**config.mk**
```make
export PLATFORM = sky130hd
export DESIGN_NAME = iterative_multiplier_flat
export DESIGN_NICKNAME = d
export VERILOG_FILES = /design/src/rtl/iterative_multiplier_if.sv /design/src/rtl/iterative_multiplier.sv /design/src/flat_wrapper.sv
export SDC_FILE = /design/constraint.sdc
export NUM_CORES = 1
export LEC_CHECK = 0
export CAP_MARGIN = 5
export CORE_ASPECT_RATIO = 1.5
export CORE_UTILIZATION = 35
export DETAILED_ROUTE_END_ITERATION = 10
export HOLD_SLACK_MARGIN = 0.15
export SYNTH_ARGS = -nofsm -noshare
export SYNTH_HDL_FRONTEND = slang
export SYNTH_SLANG_ARGS = --single-unit
```
**constraint.sdc**
```tcl
create_clock -name clk -period 3 [get_ports clk]
set_clock_uncertainty 0.1 [all_clocks]
set_input_delay 0.45 -clock clk [delete_from_list [all_inputs] [get_ports clk]]
set_output_delay 0.45 -clock clk [all_outputs]
set_load 0.01 [all_outputs]
```
**src/rtl/iterative_multiplier_if.sv**
```systemverilog
`default_nettype none
// ============================================================================
// Module      : iterative_multiplier_if
// Description : Handshake/operand bundle for the iterative shift-add
//               multiplier. The master issues start/a/b and observes
//               busy/done/result/multV; the slave is the multiplier itself.
//   start  : request a multiply (master -> slave)
//   a, b   : unsigned multiplicand / multiplier, M bits (master -> slave)
//   busy   : operation iterating (slave -> master)
//   done   : one-cycle pulse, result/multV newly valid (slave -> master)
//   result : low M bits of a*b (slave -> master)
//   multV  : full product does not fit in M bits (slave -> master)
// Revision    : 1.0 - initial release
// ============================================================================
interface iterative_multiplier_if #(
  parameter int M = 4
);
  logic         start;
  logic [M-1:0] a;
  logic [M-1:0] b;
  logic         busy;
  logic         done;
  logic [M-1:0] result;
  logic         multV;

  modport master (
    output start, a, b,
    input  busy, done, result, multV
  );

  modport slave (
    input  start, a, b,
    output busy, done, result, multV
  );
endinterface
`default_nettype wire

```
**src/rtl/iterative_multiplier.sv**
```systemverilog
`default_nettype none
// ============================================================================
// Module      : iterative_multiplier
// Description : Multi-cycle unsigned shift-add multiplier. One partial
//               product is accumulated per clock; an M-bit operation takes M
//               iterations followed by a single DONE cycle.
//   clk    : system clock, rising edge
//   reset  : synchronous, active-high reset
//   bus    : slave side of iterative_multiplier_if (start/a/b in,
//            busy/done/result/multV out)
// Revision    : 1.0 - initial release
// ============================================================================
module iterative_multiplier #(
  parameter int M = 4
) (
  input  logic                  clk,
  input  logic                  reset,
  iterative_multiplier_if.slave bus
);

  localparam int CW = $clog2(M);

  typedef enum logic [1:0] {
    IDLE = 2'd0,
    RUN  = 2'd1,
    DONE = 2'd2
  } state_t;

  state_t         state;
  state_t         state_next;

  logic [2*M-1:0] mcand;      // multiplicand, widened so left shifts keep every bit
  logic [M-1:0]   mplier;     // multiplier, LSB selects the current partial product
  logic [2*M-1:0] acc;
  logic [2*M-1:0] acc_sum;
  logic [CW-1:0]  cnt;
  logic [M-1:0]   result_q;
  logic           multv_q;
  logic           accept;
  logic           last_iter;

  // A new operation may only be taken when nothing is in flight.
  assign accept    = bus.start && ((state == IDLE) || (state == DONE));
  assign last_iter = (cnt == CW'(M - 1));
  assign acc_sum   = acc + (mplier[0] ? mcand : '0);

  always_ff @(posedge clk) begin
    if (reset) begin
      state <= IDLE;
    end else begin
      state <= state_next;
    end
  end

  always_comb begin
    state_next = state;
    case (state)
      IDLE:    if (accept) state_next = RUN;
      RUN:     if (last_iter) state_next = DONE;
      DONE:    state_next = accept ? RUN : IDLE;
      default: state_next = IDLE;
    endcase
  end

  always_ff @(posedge clk) begin
    if (reset) begin
      mcand    <= '0;
      mplier   <= '0;
      acc      <= '0;
      cnt      <= '0;
      result_q <= '0;
      multv_q  <= 1'b0;
    end else if (accept) begin
      mcand  <= {{M{1'b0}}, bus.a};
      mplier <= bus.b;
      acc    <= '0;
      cnt    <= '0;
    end else if (state == RUN) begin
      acc    <= acc_sum;
      mcand  <= mcand << 1;
      mplier <= mplier >> 1;
      cnt    <= cnt + CW'(1);
      // Outputs are only touched on the final iteration so partial products
      // never become visible.
      if (last_iter) begin
        result_q <= acc_sum[M-1:0];
        multv_q  <= |acc_sum[2*M-1:M];
      end
    end
  end

  assign bus.busy   = (state == RUN);
  assign bus.done   = (state == DONE);
  assign bus.result = result_q;
  assign bus.multV  = multv_q;

endmodule
`default_nettype wire

```
**src/flat_wrapper.sv**
```systemverilog
// flat-port wrapper written by rule: the top's interface ports become plain ports
module iterative_multiplier_flat 
#(
  parameter int M = 4
)
  (clk, reset, bus_start, bus_a, bus_b, bus_busy, bus_done, bus_result, bus_multV);
  iterative_multiplier_if #(.M(M)) bus_i ();
  input  logic clk;
  input  logic reset;
  input wire logic [$bits(bus_i.start)-1:0] bus_start;
  input wire logic [$bits(bus_i.a)-1:0] bus_a;
  input wire logic [$bits(bus_i.b)-1:0] bus_b;
  output wire logic [$bits(bus_i.busy)-1:0] bus_busy;
  output wire logic [$bits(bus_i.done)-1:0] bus_done;
  output wire logic [$bits(bus_i.result)-1:0] bus_result;
  output wire logic [$bits(bus_i.multV)-1:0] bus_multV;
  assign bus_i.start = bus_start;
  assign bus_i.a = bus_a;
  assign bus_i.b = bus_b;
  assign bus_busy = bus_i.busy;
  assign bus_done = bus_i.done;
  assign bus_result = bus_i.result;
  assign bus_multV = bus_i.multV;
  iterative_multiplier #(.M(M)) u_core (.clk(clk), .reset(reset), .bus(bus_i));
endmodule
```
==> impl_metrics.yaml <==
detailed_routing:
  drt-pass1-iter-count: 4
  wl_um: 3000
  route.vias.total: 1240
  ant_nets: 0
  drc_errors: 0
  vias_per_cell: 5.25
  wl_per_cell_um: 12.7
  drt_iter0_drc: 30
critical_path:
  cp-start-kind: "flip-flop"
  crit_fanout: 9
  cpPeakStageDelay_ns: 0.44
  crit_arrival_ns: 2.37
  endpoint_kind: "flip-flop"
  reg2reg_slack_ns: 0.68
  cp_cell_sequence: "and2_1 > ha_1 > inv_1 > fa_1 > nand2b_1 > a21oi_1 > o21a_1 > o21ai_1 > o311ai_0 > a21oi_1"
  r2r_start: "u_core.mplier[0]"
  slowest_stage: "dfxtp_1"
  r2r_end: "u_core.acc[6]"
  crit_path_frequent_cell: "a21oi_1"
  cp.required_ns: 3.05
  setup.worst_path.class: "flip-flop to flip-flop"
  ff2ff_path_depth: 10
clocking:
  cts_buffers: 5
  cts_sinks: 29
  cts-root-buf: "clkbuf_8"
  path_clk_slew_ns: 0.06
  post_cts_resized: 0
  cts_setup_buffers: 0
  clk_latency_ns: 0.28
  ctsHoldBuffers: 0
  clockBufferDepth: 2
  cts_tree: "yes"
  htreeDepth: 2
sta:
  tightest_slew_ns: 0.540
  slew_headroom_pct: 64.0
  slew_viol_final: 0
  fin_tns_setup_ns: 0
  layout_setup_ws_ns: 0.678
  grt_setup_unrepaired: "false"
  fin_crit_sh_pct: 77.4
  fin_crit_ns: 2.32
  hold_ws_ns: 0.357
  finalSetupViolCount: 0
  final_hold_viol_count: 0
  max_freq_mhz: 431
placement:
  dp_hpwl_um: 2270
  dp_slack_ns: 0.674
  place_congestion: 0.896
  port_buffers: 17
power:
  peakVddDrop_mv: 0.466
  p_per_area_nw_per_um2: 528
  leakage_nw: 0.668
  power_mw: 0.915
synthesis:
  synth_edf_count: 0
  ys_seq_area_share_pct: 41.6
  postSynthCellCount: 172
  synth_area_um2: 1400
  syn_nets: 192
  synth_flop_cell: "dfxtp_1"
  yosysWarnings: 0
  synth-seq-cells: 29
  ys_types: 29
  avgSynthCellArea_um2: 8.11
  synthArstFlopShare_pct: 0
global_routing:
  top_usage_layer: "met2"
  use_met3_pct: 3.45
  gr-usage-met1_pct: 17.7
  grt-ovfl-total: 0
  grt_use_total_pct: 17.0
  grt_pass1_vias: 1238
  grt_pass1_wl_um: 5210
  use_met2_pct: 29.8
  grt_max_degree: 23
  antenna_found_initial: 0
cells_and_area:
  n_antenna_cell: 0
  final_nets: 212
  multiInputGateArea_um2: 769
  drive_above_1_share_pct: 6.22
  regArea_um2: 581
  fill_cells: 391
  area_delta_synth_final_pct: 24.1
floorplan:
  core_um2: 3750
  dieArea_um2: 4250
  initial_core_util_pct: 37.2
  rows: 27
  die_height_um: 79.3
  pin_count: 18
  die_w_um: 53.6
run_status:
  outcome: "completed"
min_path:
  whs_endpoint: "u_core.bus.result[0]"
  hold_start: "u_core.bus.result[0]"
  worstHoldPathCells: 2
  hold_class: "flip-flop to flip-flop"
flow_run:
  maxCapViolCount: 0
-- metal layers --
layer,vias to the layer above,wire (µm)
met5,-,0
met4,0,119
met3,10,74
met2,20,1600
met1,586,1210
li1,624,-
-- logic make-up (layout without fill, tap and decap cells) --
family | Yosys count | in the layout | synth area share (%)
and+or+nand+nor | 73 | 73 | 22.6
AOI/OAI and AO/OA | 42 | 42 | 18.7
DFF | 29 | 29 | 41.6
buffers and inverters | 11 | 32 | 3.23
adders and majority gates | 9 | 9 | 8.61
xor gates and xnor gates | 6 | 6 | 3.77
muxes | 2 | 2 | 1.44
-- cell usage after synthesis, types with 2 or more instances --
cell      instances  area share [%]
nor2_1           20             5.4
o21a_1            2             1.1
xor2_1            2             1.3
inv_1             4             1.1
clkbuf_1          4             1.1
and2_1            7             3.1
o22ai_1           4             1.8
nand2_1          33             8.9
ha_1              8             7.2
nor3_1            7             2.5
mux2i_1           2             1.4
dfxtp_1          29              42
o21ai_0           3             1.1
a211oi_1          2             1.1
a311oi_1          3             1.9
a21oi_1          19             6.8
nand2b_1          4             1.8
nor2b_1           2            0.90
o21ai_1           2            0.72
buf_2             3             1.1
xnor2_1           4             2.5
-- sequential cells by signal (all words and copies together) (netlist names) --
register           cells
u_core.acc             8
u_core.bus.multV       1
u_core.bus.result      4
u_core.cnt             2
u_core.mcand           8
u_core.mplier          4
u_core.state           2
-- through the flow --
step / util, % / cell area, µm² / cells
2_1_floorplan: - / 1400 / 172
3_3_place_gp: 43.0 / 1610 / 228
3_5_place_dp: 43.0 / 1610 / 228
4_1_cts: 46.2 / 1730 / 236
5_1_grt: 46.2 / 1730 / 236
6_report: 46.2 / 1730 / 236
-- cells in the final DEF (no fill, tap or decap), types with 4 or more instances in the layout --
cell             instances
clkbuf_8                 6
nand2_1                 33
xnor2_1                  4
and2_1                   7
a21oi_1                 19
nor2_1                  20
nor3_1                   7
clkdlybuf4s50_1         17
inv_1                    4
nand2b_1                 4
dfxtp_1                 29
ha_1                     8
o22ai_1                  4
-- layout make-up --
type	count	share of cell area [%]
sequential	29	33.5
tap	43	3.11
multi-input combinational	132	44.4
inverter	4	0.867
clock buffer	6	4.77
clock inverter	2	2.17
timing repair buffer	20	11.1
-- power by group --
part | switching [mW] | leakage, nW | internal [mW] | total, mW
Combinational | 0.0470 | 0.375 | 0.0373 | 0.0843
Clock | 0.152 | 0.0574 | 0.270 | 0.421
Sequential | 0.0102 | 0.236 | 0.399 | 0.409
-- worst max-delay path: cells and delay by family, from the launching register on --
kind | cells | cell delay (ns)
compound gates | 5 | 0.65
buf+inv | 1 | 0.07
flops | 1 | 0.44
simple gates | 2 | 0.34
fa+ha+maj | 2 | 0.59
-- how the worst max path moves through the flow --
stage / end / cells past startpoint / slack [ns] / startpoint
6_report: u_core.acc[6] / 10 / 0.68 / u_core.mplier[0]
5_1_grt: u_core.acc[6] / 10 / 0.45 / u_core.mplier[0]
4_1_cts: u_core.acc[6] / 10 / 0.66 / u_core.mplier[0]
3_5_place_dp: u_core.acc[6] / 10 / 0.67 / u_core.mplier[0]
3_3_place_gp: u_core.acc[6] / 10 / 0.77 / u_core.mplier[0]
2_1_floorplan: u_core.acc[6] / 10 / 0.91 / u_core.mplier[0]
Power figures use the tool's default switching activity.
